[config.mk]
export PLATFORM = sky130hd
export DESIGN_NAME = uncache_arb_flat
export DESIGN_NICKNAME = d
export VERILOG_FILES = /design/src/rtl/uncache_arb_if.sv /design/src/rtl/uncache_arb.sv /design/src/flat_wrapper.sv
export SDC_FILE = /design/constraint.sdc
export NUM_CORES = 1
export LEC_CHECK = 0
export BUFFER_PORTS_ARGS = -buffer_cell sky130_fd_sc_hd__buf_4
export CAP_MARGIN = 10
export CELL_PAD_IN_SITES_DETAIL_PLACEMENT = 0
export CELL_PAD_IN_SITES_GLOBAL_PLACEMENT = 1
export CORE_AREA = 2 2 213 215
export CTS_BUF_LIST = sky130_fd_sc_hd__clkbuf_8 sky130_fd_sc_hd__clkbuf_16
export DETAILED_ROUTE_END_ITERATION = 8
export DIE_AREA = 0 0 215 217
export GPL_TIMING_DRIVEN = 0
export PLACE_DENSITY = 0.68
export SLEW_MARGIN = 10
export SYNTH_ARGS = -nofsm -noshare
export SYNTH_HDL_FRONTEND = slang
export SYNTH_SLANG_ARGS = --single-unit
[constraint.sdc]
create_clock -name clk -period 2.1 [get_ports clk]
set_input_delay 0.42 -clock clk [delete_from_list [all_inputs] [get_ports clk]]
set_output_delay 0.42 -clock clk [all_outputs]
set_load 0.1 [all_outputs]
[src/rtl/uncache_arb_if.sv]
// Downstream uncached bus: one outstanding request, a ready handshake on the
// request and an rvalid response that also acknowledges writes.
interface uncache_arb_if #(
    parameter int AW = 64
) ();
    logic          bus_req;
    logic          bus_we;
    logic [AW-1:0] bus_addr;
    logic [63:0]   bus_wdata;
    logic [7:0]    bus_wstrb;
    logic          bus_ready;
    logic          bus_rvalid;
    logic [63:0]   bus_rdata;

    modport master (
        output bus_req, bus_we, bus_addr, bus_wdata, bus_wstrb,
        input  bus_ready, bus_rvalid, bus_rdata
    );

    modport slave (
        input  bus_req, bus_we, bus_addr, bus_wdata, bus_wstrb,
        output bus_ready, bus_rvalid, bus_rdata
    );
endinterface

[src/rtl/uncache_arb.sv]
// Round-robin arbiter between ifetch (0) and LSU (1) for a single uncached bus,
// with a per-phase timeout that completes the transaction with an error pulse.
//   state | meaning
//   IDLE  | waiting for req0/req1; grant and latch request fields
//   ADDR  | bus_req high, waiting for bus_ready
//   RESP  | waiting for bus_rvalid
//   DONE  | one-cycle done (and err on timeout) to the granted requester
module uncache_arb #(
    parameter int TIMEOUT = 255,
    parameter int AW      = 64
) (
    input  logic          clk,
    input  logic          rst,
    input  logic          req0,
    input  logic          req1,
    input  logic          we0,
    input  logic          we1,
    input  logic [AW-1:0] addr0,
    input  logic [AW-1:0] addr1,
    input  logic [63:0]   wdata0,
    input  logic [63:0]   wdata1,
    input  logic [7:0]    wstrb0,
    input  logic [7:0]    wstrb1,
    output logic          stallreq0,
    output logic          stallreq1,
    output logic          done0,
    output logic          done1,
    output logic          err0,
    output logic          err1,
    output logic [63:0]   rdata,
    uncache_arb_if.master bus
);
    localparam int CW = (TIMEOUT < 2) ? 1 : $clog2(TIMEOUT + 1);
    localparam logic [CW-1:0] CNT_LAST = CW'(TIMEOUT - 1);

    typedef enum logic [1:0] {IDLE, ADDR, RESP, DONE} state_t;

    state_t        state;
    logic          grant;
    logic          last_grant;
    logic [CW-1:0] cnt;
    logic          pick;

    // requester 1 wins a tie only when requester 0 was granted last
    assign pick = req1 & (~req0 | ~last_grant);

    assign stallreq0 = req0 & ~((state == DONE) & ~grant);
    assign stallreq1 = req1 & ~((state == DONE) & grant);

    always_ff @(posedge clk) begin
        if (rst) begin
            state         <= IDLE;
            grant         <= 1'b0;
            last_grant    <= 1'b1;
            cnt           <= '0;
            bus.bus_req   <= 1'b0;
            bus.bus_we    <= 1'b0;
            bus.bus_addr  <= '0;
            bus.bus_wdata <= '0;
            bus.bus_wstrb <= '0;
            rdata         <= '0;
            done0         <= 1'b0;
            done1         <= 1'b0;
            err0          <= 1'b0;
            err1          <= 1'b0;
        end else begin
            case (state)
                IDLE: begin
                    if (req0 | req1) begin
                        grant         <= pick;
                        last_grant    <= pick;
                        bus.bus_we    <= pick ? we1    : we0;
                        bus.bus_addr  <= pick ? addr1  : addr0;
                        bus.bus_wdata <= pick ? wdata1 : wdata0;
                        bus.bus_wstrb <= pick ? wstrb1 : wstrb0;
                        bus.bus_req   <= 1'b1;
                        cnt           <= '0;
                        state         <= ADDR;
                    end
                end
                ADDR: begin
                    if (bus.bus_ready) begin
                        bus.bus_req <= 1'b0;
                        cnt         <= '0;
                        state       <= RESP;
                    end else if (cnt == CNT_LAST) begin
                        bus.bus_req <= 1'b0;
                        rdata       <= '0;
                        done0       <= ~grant;
                        done1       <= grant;
                        err0        <= ~grant;
                        err1        <= grant;
                        state       <= DONE;
                    end else begin
                        cnt <= cnt + 1'b1;
                    end
                end
                RESP: begin
                    if (bus.bus_rvalid) begin
                        if (!bus.bus_we) rdata <= bus.bus_rdata;
                        done0 <= ~grant;
                        done1 <= grant;
                        state <= DONE;
                    end else if (cnt == CNT_LAST) begin
                        rdata <= '0;
                        done0 <= ~grant;
                        done1 <= grant;
                        err0  <= ~grant;
                        err1  <= grant;
                        state <= DONE;
                    end else begin
                        cnt <= cnt + 1'b1;
                    end
                end
                DONE: begin
                    done0 <= 1'b0;
                    done1 <= 1'b0;
                    err0  <= 1'b0;
                    err1  <= 1'b0;
                    state <= IDLE;
                end
                default: state <= IDLE;
            endcase
        end
    end
endmodule

[src/flat_wrapper.sv]
// flat-port wrapper written by rule: the top's interface ports become plain ports
module uncache_arb_flat 
#(
    parameter int TIMEOUT = 255,
    parameter int AW      = 64
)
  (clk, rst, req0, req1, we0, we1, addr0, addr1, wdata0, wdata1, wstrb0, wstrb1, stallreq0, stallreq1, done0, done1, err0, err1, rdata, bus_bus_req, bus_bus_we, bus_bus_addr, bus_bus_wdata, bus_bus_wstrb, bus_bus_ready, bus_bus_rvalid, bus_bus_rdata);
  uncache_arb_if #(.AW(AW)) bus_i ();
  input  logic clk;
  input  logic rst;
  input  logic req0;
  input  logic req1;
  input  logic we0;
  input  logic we1;
  input  logic [AW-1:0] addr0;
  input  logic [AW-1:0] addr1;
  input  logic [63:0] wdata0;
  input  logic [63:0] wdata1;
  input  logic [7:0] wstrb0;
  input  logic [7:0] wstrb1;
  output logic stallreq0;
  output logic stallreq1;
  output logic done0;
  output logic done1;
  output logic err0;
  output logic err1;
  output logic [63:0] rdata;
  output wire logic [$bits(bus_i.bus_req)-1:0] bus_bus_req;
  output wire logic [$bits(bus_i.bus_we)-1:0] bus_bus_we;
  output wire logic [$bits(bus_i.bus_addr)-1:0] bus_bus_addr;
  output wire logic [$bits(bus_i.bus_wdata)-1:0] bus_bus_wdata;
  output wire logic [$bits(bus_i.bus_wstrb)-1:0] bus_bus_wstrb;
  input wire logic [$bits(bus_i.bus_ready)-1:0] bus_bus_ready;
  input wire logic [$bits(bus_i.bus_rvalid)-1:0] bus_bus_rvalid;
  input wire logic [$bits(bus_i.bus_rdata)-1:0] bus_bus_rdata;
  assign bus_bus_req = bus_i.bus_req;
  assign bus_bus_we = bus_i.bus_we;
  assign bus_bus_addr = bus_i.bus_addr;
  assign bus_bus_wdata = bus_i.bus_wdata;
  assign bus_bus_wstrb = bus_i.bus_wstrb;
  assign bus_i.bus_ready = bus_bus_ready;
  assign bus_i.bus_rvalid = bus_bus_rvalid;
  assign bus_i.bus_rdata = bus_bus_rdata;
  uncache_arb #(.TIMEOUT(TIMEOUT), .AW(AW)) u_core (.clk(clk), .rst(rst), .req0(req0), .req1(req1), .we0(we0), .we1(we1), .addr0(addr0), .addr1(addr1), .wdata0(wdata0), .wdata1(wdata1), .wstrb0(wstrb0), .wstrb1(wstrb1), .stallreq0(stallreq0), .stallreq1(stallreq1), .done0(done0), .done1(done1), .err0(err0), .err1(err1), .rdata(rdata), .bus(bus_i));
endmodule
==> summary.md <==
| Metric | Value |
|---|---|
| Number of enable-type register cells in the synthesized netlist | `0` |
| Area fraction of the dominant cell type after synthesis | `0.487` |
| DRC violation count after routing | `0` |
| Fin crit period | `2.07 ns` |
| Most common library cells after synthesis | `dfxtp_1 (218), a211oi_1 (143), nor2_1 (143), mux2i_1 (137), a22o_1 (64)` |
| Number of port buffers | `550` |
| Switching component of the power | `0.00914 W` |
| Average size of a mapped cell | `10.2 um^2` |
| Root Driver | `clkbuf_16` |
| Total detailed-routing wirelength | `40,000 um` |
| Most used standard cell by instance count after synthesis | `dfxtp_1` |
| Share of the core filled with cells | `0.338` |
| Highest net fanout along the worst path | `7` |
| Total global-route track usage | `0.158` |
| Nets | `1,819` |
| Filler cells | `4,671` |
| Die Span X | `215 um` |
| Flop and latch count out of synthesis | `218` |
| Design Area, Final | `15,100 um^2` |
| Area growth syn-to-layout | `68.7%` |
| Number of distinct library cells after synthesis | `46` |
| Internal power | `0.00967 W` |
| DIE AREA | `46,700 um^2` |
| Main area contributors after synthesis | `dfxtp_1 (49%), mux2i_1 (15%), a211oi_1 (12%), a22o_1 (6.3%), nor2_1 (6.0%)` |
| Sequential group share of total power | `0.278` |
| Prevailing post-synth register cell | `dfxtp_1` |
| H-tree level count | `1` |
| Number of antenna violations at the first check in global routing | `4` |
| Ratio of cells with drive above 1 in the final layout | `0.461` |
| Setup TNS | `0 ns` |
| Worst ir drop on vdd | `0.580 mV` |
| Worst Clk Skew | `0.00776 ns` |
| Crit Path Category | `flip-flop to flip-flop` |
| Number of nets with antenna violations after detailed routing | `0` |
| Fraction of registers with async set/reset | `0` |
| Switching share of power | `0.486` |
| Violation count after the first detailed-routing iteration | `328` |
| Total number of yosys warnings | `0` |
| Number of clock buffers inserted by TritonCTS | `27` |
| Global-route congestion overflow total | `0` |
| Hold/Removal Path Class | `input port to flip-flop` |
| Power share of the clock group | `0.242` |
| Maximum number of pins on one net before global-route repair | `13` |
| Synthesized net count | `1,226` |
| Arrival time of the worst setup path | `2.55 ns` |
| Category of the worst setup path capture point | `flip-flop` |
| Number of standard-cell rows in the floorplan | `78` |
| Clk sinks | `218` |
| Worst-margin pin slew | `0.805 ns` |
| Initial DRT Pass Iterations | `5` |
| Detailed placement HPWL | `31,000 um` |
| Relative slew margins | `0.463` |
| Unrepaired setup endpoints after global routing | `yes` |
| Sequential share of the synthesized area | `0.487` |
| Startpoint types | `flip-flop` |
| Number of top-level design ports | `552` |
| Maximum root-to-sink buffer count | `3` |
| Worst-case register-to-register setup slack | `0.03 ns` |
| Starting utilization of the core area | `0.200` |
| Clk_lat worst skew | `0.54 ns` |
| Logic pwr share | `0.480` |
| Reported max-cap violation count | `0` |
| Via count of the first global-routing pass | `9,196` |
| Final Cycle Share | `0.988` |
| Wire length of the first global-routing pass | `56,500 um` |
| Pwr dens | `1250 nW/um^2` |
| Netlist area before placement | `8960 um^2` |
| Number of endpoints with negative hold slack in the final report | `0` |
| Final slew viol count | `0` |
| Number of instances in the synthesized netlist | `875` |
| Clock transition time at the flip-flop clock pins of the worst setup and hold paths | `0.06 ns` |
| Via-per-instance ratio | `4.38` |
| Cell taking the most area after synthesis | `dfxtp_1` |
| Outcome | `finished, final reports clean` |
| Leakage power | `6.87 nW` |
| Vertical die dimension | `217 um` |
| Required time of the worst setup path | `2.58 ns` |
| Achievable clock frequency | `0.482 GHz` |
| Number of vias in the routed layout | `9,154` |
| Average wire per cell in the routed design | `19.1 um` |
| Count of hold-fix buffers inserted at cts | `0` |
| Area post-placement | `13,800 um^2` |
| Clock tree from TritonCTS | `yes` |
| Gp weighted congestion | `0.903` |
| Total core area | `44,700 um^2` |
| Count of final setup violators | `0` |
## cell usage in the layout, fill, tap and decap left out, types with 4 or more instances in the layout
master	instances
clkbuf_8	6
buf_2	6
dfxtp_1	216
clkbuf_16	33
clkbuf_2	19
buf_8	4
ha_1	6
mux2i_1	137
a22o_1	64
clkbuf_4	9
a211oi_1	143
buf_6	11
o21ai_0	8
buf_4	567
a41oi_1	4
o32ai_1	4
nor2_1	143
a21oi_1	7
inv_1	8
clkinv_2	7
clkbuf_1	17
nand3_1	8
nand2_1	9
## metal layers
layer / track usage / vias to the layer above / wire length, um
met3: 0.0500 / 68 / 3420
met2: 0.280 / 397 / 20000
met1: 0.178 / 4237 / 15300
met5: 0 / - / 12
li1: - / 4450 / -
met4: 0.0540 / 2 / 1210
## worst max-delay path: stages, from the launching register on
cell       delay, ns
dfxtp_4         0.37
inv_2           0.05
ha_2            0.18
buf_6           0.13
and2_4          0.17
a221oi_4        0.27
buf_6           0.14
and3_4          0.23
buf_12          0.16
clkbuf_16       0.15
a22o_1          0.13
## registers in the layout, indices dropped and copies added, names as in the netlist
signal                cells
u_core.grant              1
u_core.bus.bus_we         1
u_core.state              2
u_core.bus.bus_wstrb      8
u_core.rdata             64
u_core.done0              1
u_core.cnt                8
u_core.done1              1
u_core.err0               1
u_core.last_grant         1
u_core.bus.bus_req        1
u_core.bus.bus_wdata     64
u_core.err1               1
u_core.bus.bus_addr      64
## worst paths after layout
| path | startpoint | end | cells past startpoint |
|---|---|---|---|
| worst max-delay path | u_core.state[0] | u_core.rdata[61] | 10 |
| worst min-delay path | bus_bus_rdata[6] | u_core.rdata[6] | 2 |
| worst max register to register | u_core.state[0] | u_core.rdata[61] | 10 |
| worst min register to register | u_core.rdata[3] | u_core.rdata[3] | 1 |
## timing repair
| item | 4_1_cts | 5_1_grt |
|---|---|---|
| setup endpoints to repair | 195 | 196 |
| buffers inserted | 0 | 7 |
| gates cloned | 0 | 8 |
| pin swaps | 0 | 24 |
| gates resized for setup | 32 | 61 |
## stage by stage
step / total power (W) / setup slack [ns] / hold slack, ns / std cells
after floorplan: 0.0117 / -0.349 / 0.489 / 875
after global placement: 0.0142 / -0.368 / 0.458 / 2025
after detailed placement: 0.0142 / -0.354 / 0.455 / 2025
after CTS: 0.0189 / 0.00490 / 0.0601 / 2072
after global routing: 0.0196 / -0.0497 / 0.0700 / 2088
final: 0.0188 / 0.0253 / 0.0990 / 2088
## layout make-up
cell class                      count  area (um^2)  share of cell area
Antenna cell                        2         5.00            0.000331
Timing Repair Buffer              564         4370               0.289
Multi-Input combinational cell    573         4200               0.278
Tap cell                          600          751              0.0497
Clock buffer                       33          758              0.0502
Sequential cell                   218         4370               0.289
Buffer                             78          541              0.0358
Clock inverter                     14          101             0.00671
Inverter                            6         22.5             0.00149
## power by group through the flow
stage | sequential (W) | combinational (W) | clock [W]
finish | 0.00522 | 0.00904 | 0.00455
global route | 0.00531 | 0.00945 | 0.00485
CTS | 0.00522 | 0.00901 | 0.00469
detailed placement | 0.00529 | 0.00895 | 0
global placement | 0.00527 | 0.00892 | 0
floorplan | 0.00988 | 0.00186 | 0
## cell families (layout without fill, tap and decap cells)
kind of cell / count (synthesis) / count (layout) / synth area share
buffers and inverters: 85 / 695 / 0.0506
DFF: 218 / 218 / 0.487
adders and majority gates: 7 / 7 / 0.00978
other: 0 / 2 / 0
muxes: 137 / 137 / 0.153
AOI/OAI and AO/OA: 251 / 252 / 0.219
and+or+nand+nor: 177 / 177 / 0.0803
No activity file was read; power rests on OpenSTA's default activity.
